[src/rtl/bcd_modcnt.sv]
// -----------------------------------------------------------------------------
// bcd_modcnt
//
// Cascadable BCD modulo counter, for example the seconds, minutes or hours
// stage of a clock. It counts 0 .. MODULO-1 in packed BCD. It can also be
// preset through LOAD. It flags an illegal preset on ERR.
//
// Parameters
//   DIGITS   number of BCD digits (1..4)
//   MODULO   count modulus (2..10**DIGITS)
//
// Ports
//   clk       in   sole clock, rising edge
//   rst       in   asynchronous active-high reset (COUNT = 0, ERR = 0)
//   CEN       in   cascade count enable from the lower stage
//   INC       in   manual single step; never produces a carry out
//   UP        in   direction, 1 = up, 0 = down
//   LOAD      in   synchronous preset request; overrides CEN/INC
//   LOAD_VAL  in   BCD preset value, digit 0 in [3:0]
//   COUNT     out  registered BCD count, digit 0 in [3:0]
//   CA        out  combinational carry/borrow to the next stage
//   ERR       out  registered illegal-preset flag, held until the next LOAD
//
// Configuration
//   BCD_MODCNT_DOWN_EN  When this macro is defined, UP selects up or down
//                       counting. When it is not defined, UP is ignored and
//                       the block counts up only.
// -----------------------------------------------------------------------------
module bcd_modcnt #(
   parameter int unsigned DIGITS = 2,
   parameter int unsigned MODULO = 60
) (
   input  logic                  clk,
   input  logic                  rst,
   input  logic                  CEN,
   input  logic                  INC,
   input  logic                  UP,
   input  logic                  LOAD,
   input  logic [4*DIGITS-1:0]   LOAD_VAL,
   output logic [4*DIGITS-1:0]   COUNT,
   output logic                  CA,
   output logic                  ERR
);

   localparam int unsigned W = 4 * DIGITS;

   // Binary-to-BCD conversion. It is used only at elaboration time to build
   // the terminal count.
   function automatic logic [W-1:0] to_bcd(input int unsigned v);
      logic [W-1:0] r;
      int unsigned  t;
      r = '0;
      t = v;
      for (int i = 0; i < DIGITS; i++) begin
         r[4*i +: 4] = 4'(t % 10);
         t           = t / 10;
      end
      return r;
   endfunction

   // Largest legal count in BCD. When MODULO == 10**DIGITS this is all nines,
   // so the comparisons below never need a value wider than W bits.
   localparam logic [W-1:0] MAX_BCD = to_bcd(MODULO - 1);

   logic          up_eff;
   logic          step;
   logic          at_max;
   logic          at_zero;
   logic          terminal;
   logic          digits_ok;
   logic          load_legal;
   logic [W-1:0]  inc_val;
   logic [W-1:0]  dec_val;
   logic [W-1:0]  count_d;
   logic          err_d;
   logic          carry;
   logic          borrow;
   logic [3:0]    dig_inc;
   logic [3:0]    dig_dec;

   // -------------------------------------------------------------------------
   // Direction
   // -------------------------------------------------------------------------
`ifdef BCD_MODCNT_DOWN_EN
   assign up_eff = UP;
`else
   // The port is kept for pin compatibility. The up-only build ignores it.
   logic unused_up;
   assign unused_up = UP;
   assign up_eff    = 1'b1;
`endif

   // -------------------------------------------------------------------------
   // Step qualification and terminal detection
   // -------------------------------------------------------------------------
   // CEN and INC high together still give one step. LOAD masks both.
   assign step     = (CEN | INC) & ~LOAD;
   assign at_max   = (COUNT == MAX_BCD);
   assign at_zero  = (COUNT == '0);
   assign terminal = up_eff ? at_max : at_zero;

   // Only the cascade enable may ripple into the next stage. Manual INC
   // stepping must never disturb the higher digits of the clock.
   assign CA = CEN & ~LOAD & terminal;

   // -------------------------------------------------------------------------
   // BCD increment: each digit wraps 9 -> 0 and passes a carry upward.
   // -------------------------------------------------------------------------
   always_comb begin
      inc_val = '0;
      carry   = 1'b1;
      dig_inc = 4'd0;
      for (int i = 0; i < DIGITS; i++) begin
         dig_inc = COUNT[4*i +: 4];
         if (carry) begin
            if (dig_inc == 4'd9) begin
               dig_inc = 4'd0;
            end else begin
               dig_inc = dig_inc + 4'd1;
               carry   = 1'b0;
            end
         end
         inc_val[4*i +: 4] = dig_inc;
      end
   end

   // -------------------------------------------------------------------------
   // BCD decrement: each digit wraps 0 -> 9 and passes a borrow upward.
   // -------------------------------------------------------------------------
   always_comb begin
      dec_val = '0;
      borrow  = 1'b1;
      dig_dec = 4'd0;
      for (int i = 0; i < DIGITS; i++) begin
         dig_dec = COUNT[4*i +: 4];
         if (borrow) begin
            if (dig_dec == 4'd0) begin
               dig_dec = 4'd9;
            end else begin
               dig_dec = dig_dec - 4'd1;
               borrow  = 1'b0;
            end
         end
         dec_val[4*i +: 4] = dig_dec;
      end
   end

   // -------------------------------------------------------------------------
   // Preset validation
   // -------------------------------------------------------------------------
   // When every digit is 0..9, comparing the packed BCD vectors as unsigned
   // numbers orders them the same way as their decimal values.
   always_comb begin
      digits_ok = 1'b1;
      for (int i = 0; i < DIGITS; i++) begin
         if (LOAD_VAL[4*i +: 4] > 4'd9) begin
            digits_ok = 1'b0;
         end
      end
   end

   assign load_legal = digits_ok & (LOAD_VAL <= MAX_BCD);

   // -------------------------------------------------------------------------
   // Next state
   // -------------------------------------------------------------------------
   always_comb begin
      count_d = COUNT;
      err_d   = ERR;
      if (LOAD) begin
         // An illegal preset parks the counter at zero, so COUNT always
         // holds a legal value.
         count_d = load_legal ? LOAD_VAL : '0;
         err_d   = ~load_legal;
      end else if (step) begin
         if (up_eff) begin
            count_d = at_max ? '0 : inc_val;
         end else begin
            count_d = at_zero ? MAX_BCD : dec_val;
         end
      end
   end

   // -------------------------------------------------------------------------
   // State
   // -------------------------------------------------------------------------
   always_ff @(posedge clk or posedge rst) begin
      if (rst) begin
         COUNT <= '0;
         ERR   <= 1'b0;
      end else begin
         COUNT <= count_d;
         ERR   <= err_d;
      end
   end

endmodule

[config.mk]
export PLATFORM = sky130hd
export DESIGN_NAME = bcd_modcnt
export DESIGN_NICKNAME = d
export VERILOG_FILES = /design/src/rtl/bcd_modcnt.sv
export SDC_FILE = /design/constraint.sdc
export NUM_CORES = 1
export LEC_CHECK = 0
export BUFFER_PORTS_ARGS = -buffer_cell sky130_fd_sc_hd__buf_2
export CAP_MARGIN = 30
export CELL_PAD_IN_SITES_DETAIL_PLACEMENT = 1
export CELL_PAD_IN_SITES_GLOBAL_PLACEMENT = 2
export CORE_UTILIZATION = 23
export CTS_CLUSTER_DIAMETER = 200
export DETAILED_ROUTE_END_ITERATION = 10
export PLACE_DENSITY_LB_ADDON = 0.1
export RECOVER_POWER = 100
export SYNTH_ARGS = -nofsm -noshare
export SYNTH_HDL_FRONTEND = slang
export SYNTH_SLANG_ARGS = --single-unit
[constraint.sdc]
create_clock -name clk -period 1.95 [get_ports clk]
set_clock_uncertainty 0.2 [all_clocks]
set_input_delay 0.39 -clock clk [delete_from_list [all_inputs] [get_ports clk]]
set_output_delay 0.39 -clock clk [all_outputs]
set_load 0.005 [all_outputs]
# ---- Word level (Yosys, flattened, before mapping)
# Cells that the tools add are included.
# W data, S select, Z words.
dict set report totals {
  out_inout_bits 10
  regBits 9
  inputBits 14
  word_cells 31
}
dict set report classes {
  add_sub_neg 2
  reduce_logical 3
  n_bitwise 7
  mux 10
  n_eq_ne 3
  magnitude_cmp 3
}
# cell count
set ops {}
lappend ops {{$mux W8} 4}
lappend ops {{$mux W4} 3}
lappend ops {{$add A4 B1 Y4 const B} 2}
lappend ops {{$eq A4 B4 Y1 const B} 2}
lappend ops {{$eq A8 B7 Y1 const B} 1}
lappend ops {{$gt A4 B4 Y1 const B} 2}
lappend ops {{$le A8 B7 Y1 const B} 1}
lappend ops {{$and A1 B1 Y1} 4}
lappend ops {{$mux W1} 3}
lappend ops {{$reduce_bool A3 Y1} 1}
lappend ops {{$not A1 Y1} 2}
lappend ops {{$reduce_and A2 Y1} 1}
lappend ops {{$reduce_bool A2 Y1} 1}
lappend ops {{$or A1 B1 Y1} 1}

# ---- Logic depth before layout (Yosys ltp)
dict set report logic_depth {
  depth_word 6
  ltp_mapped 7
  depth_no_buf 6
}

# ---- Worst setup path before layout
# No wires, ideal clock.
dict set report synth_path {
  path_kind {register -> register}
  startpoint {register COUNT[0]}
  endpoint {register COUNT[7]}
  arrival_ns 1.785
  path_buffers 1
  path_stages_with_launch 7
  setup_slack_ns -0.121
  required_ns 1.663
  cell_sequence {dfrtp_1 ha_1 and3b_1 buf_6 a211o_1 or4_1 o211ai_1}
}
dict set report synth_via {
  elab_chain_cells 4
  elab_cells_between_ends 8
  cone_classes {eq/ne (2); mux (4); reduce/logical (2)}
}
# item line_no
set synth_rtl {}
lappend synth_rtl {{from (decl)} 40} ;# output logic [4*DIGITS-1:0] COUNT,
lappend synth_rtl {{from (signal assigned)} 192} ;# COUNT <= count_d;
lappend synth_rtl {{$eq A8 B7 Y1 / $eq A4 B4 Y1 (equally long branches)} {98, 116}}
lappend synth_rtl {{$mux W8 / $mux W1 (equally long branches)} {177, 116}}
lappend synth_rtl {{$mux W8 / $reduce_bool A3 Y1 (equally long branches)} -}
lappend synth_rtl {{$mux W8 / $reduce_and A2 Y1 (equally long branches)} -}
# Parallel ways exist; a longest one is shown, timed or not. The select of a mux whose other input is x is not followed.
# A chain may end at the register's enable or synchronous reset.

# ---- Worst setup path in the final report
dict set report layout_path {
  startpoint {register COUNT[1]}
  endpoint {output CA}
}
dict set report layout_via {
  elab_chain_cells 2
}
# item line_no
set layout_rtl {}
lappend layout_rtl {{$eq A8 B7 Y1} 98} ;# assign at_max = (COUNT == MAX_BCD);
lappend layout_rtl {{$and A1 B1 Y1} 104} ;# assign CA = CEN & ~LOAD & terminal;
lappend layout_rtl {{to (decl)} 41} ;# output logic CA,
# No other way between the ends.

==> run metrics <==
FF-to-FF End=COUNT[7]$_DFFE_PP0P_; grt total ovfl=0; WP depth=6; Crit Reg-Reg Startpoint=COUNT[4]$_DFFE_PP0P_; Power Dens Cells=832 nW/um2; final cell count without fillers=136; Reg clk slew, reported paths=0.07 ns; YS warnings=0; final instance area=897 um2; dpl cells=127; number of port buffers=22; first-pass GRT wire length=2980 um; setup ws final=-0.0561 ns; Total Die Area=2880 um2; ant diodes=0; sequential area share after synthesis=0.367; async set or reset register ratio after synthesis=1.00; 1st-pass router iterations=2; Tcrit/Tclk final=1.03; Design Power=0.746 mW; syn nets=88; Worst Setup SP=COUNT[1]$_DFFE_PP0P_; slowest stage delay, CP=0.38 ns; Cell Area, Placed=808 um2; flop2flop setup slack=-0.04 ns; final slew viol count=0; Primary FF master, synth=dfrtp_1; Worst Hold Depth=3; Post-synth EDFFs=0; fmax=0.498 GHz; Clock Latency Late Sink=0.27 ns; drt wl/cell=13.9 um; Cell variety after synth=33; RSZ-0062 raised after global routing=true; Hold WC Path Type=in -> reg; Rows=18; Mapped Cells=70; CTS max path bufs=2; area occupied by multi-input gates=378 um2; setup violators final=2; drt drc=0; # IOs=24; largest net degree at the start of global routing=10; post-DP HPWL=1380 um; number of fill cells in the layout=305; Fin Setup TNS=-0.0972 ns; Placer Congestion=0.729; Worst VDD drop=355 uV; cts bufs inserted=3; CTS tree=done; Vias/cell=4.82; CP top delay family=simple AND/OR/NAND/NOR gates; Core Footprint=2500 um2; maxcap violations=0; Nets=125; Worst Path Arrival=1.42 ns; max_slew headroom=0.732; Sink Count=9; layout cells sized above 1=0.425; DRT Wirelength=1890 um; Worst setup endpoint=CA; measured slew at the worst slew-check pin=0.402 ns; Cell Area, Synth=613 um2; critical path endpoint category=output pin; Initial Util=0.245; Vias=656; Routed Antenna Nets=0; GRT Overall Usage=0.150; Place WS=0.0470 ns; H-tree depth=1; WP data required=1.36 ns; die height=53.6 um; type of origin of the critical path=register; P&R area growth vs syn=46.3%; Initial DRC Count=8; failing checks=setup timing; final hold vios=0; worst-path cell chain=inv_1 -> ha_2 -> and3b_2 -> nand2_2 -> nor3b_2 -> buf_2; Static Leakage=0.454 nW; worst path bufs/invs=2; initial antenna violation count=0; CP max-delay cell=dfrtp_1; Synth Register Bits=9; status=complete, but fails checks; FF/Latch Area=225 um2; vias in the first global route=670; Root Buffer=clkbuf_4; R2R cell count=6; DIE WIDTH=53.6 um; final worst path period need=2.01 ns; crit path max fanout=2; Syn Area/Cell=8.76 um2; crit path kind=reg -> out
registers in the layout, indices dropped and copies added (netlist names):
name   flops
COUNT      8
ERR        1
cell families after synthesis:
family / after synthesis / share of synthesized area
adder cells (fa/ha/maj): 4 / 0.0816
flip-flops: 9 / 0.367
multiplexers: 2 / 0.0347
AO/OA/AOI/OAI: 18 / 0.198
AND/OR/NAND/NOR: 29 / 0.257
buffers and inverters: 8 / 0.0612
power by group:
| part | leakage (nW) | switching (mW) | internal (mW) |
|---|---|---|---|
| clock | 0.0150 | 0.0768 | 0.0791 |
| sequential | 0.113 | 0.0431 | 0.230 |
| combinational | 0.325 | 0.144 | 0.174 |
worst min-delay path, stage by stage:
cell and delay, ns:
buf_2 0.10, nand2_1 0.05, a31oi_1 0.07
timing repair:
item                                    CTS  global route
hold endpoints to repair                  9             0
setup buffers                             3             1
gates resized for setup                   7             0
pin swaps                                 2             2
hold buffers                              1             0
endpoints found under the setup margin    1             4
through the flow:
step / util / hold slack (ns)
3_3_place_gp: 0.323 / 0.196
4_1_cts: 0.357 / 0.184
5_1_grt: 0.359 / 0.208
3_5_place_dp: 0.323 / 0.193
2_1_floorplan: - / 0.0179
6_report: 0.359 / 0.193
layout by cell type, fill, tap and decap left out, types with 2 or more instances in the layout:
cell and count:
buf_2 20, buf_4 13, dfrtp_1 9, nor2_1 8, nand2_1 5, a21oi_1 5
inv_1 3, clkbuf_4 3, clkbuf_1 3, nand3_1 2, nor3_1 2, and3b_1 2
ha_1 2
worst min-delay path by stage:
stage                 from              endpoint
5_1_grt        LOAD_VAL[3]  COUNT[3]$_DFFE_PP0P_
3_5_place_dp           rst       ERR$_DFFE_PP0P_
4_1_cts        LOAD_VAL[3]  COUNT[3]$_DFFE_PP0P_
6_report       LOAD_VAL[3]  COUNT[3]$_DFFE_PP0P_
3_3_place_gp           rst       ERR$_DFFE_PP0P_
2_1_floorplan          rst  COUNT[0]$_DFFE_PP0P_
synth_stat cells, types with 2 or more instances:
cell type / count / share of area
nand3_1: 2 / 0.016
dfrtp_1: 9 / 0.37
and3b_1: 3 / 0.043
nor2_1: 8 / 0.049
nand2_1: 6 / 0.037
inv_1: 4 / 0.024
nor3_1: 2 / 0.016
clkbuf_1: 3 / 0.018
ha_1: 4 / 0.082
a21oi_1: 6 / 0.049
final cells by class:
type / instances / share of cell area
Multi-Input combinational cell: 53 / 0.421
Sequential cell: 9 / 0.251
Timing Repair Buffer: 36 / 0.240
Tap cell: 30 / 0.0418
Clock buffer: 4 / 0.0293
Inverter: 4 / 0.0167
per-layer routing:
| layer | share of wire | global-route usage |
|---|---|---|
| met1 | 0.45 | 0.179 |
| met2 | 0.50 | 0.260 |
| met3 | 0.036 | 0.0282 |
| met4 | 0.0053 | 0.0658 |
| met5 | 0 | 0 |
(Power assumes the default switching activity.)
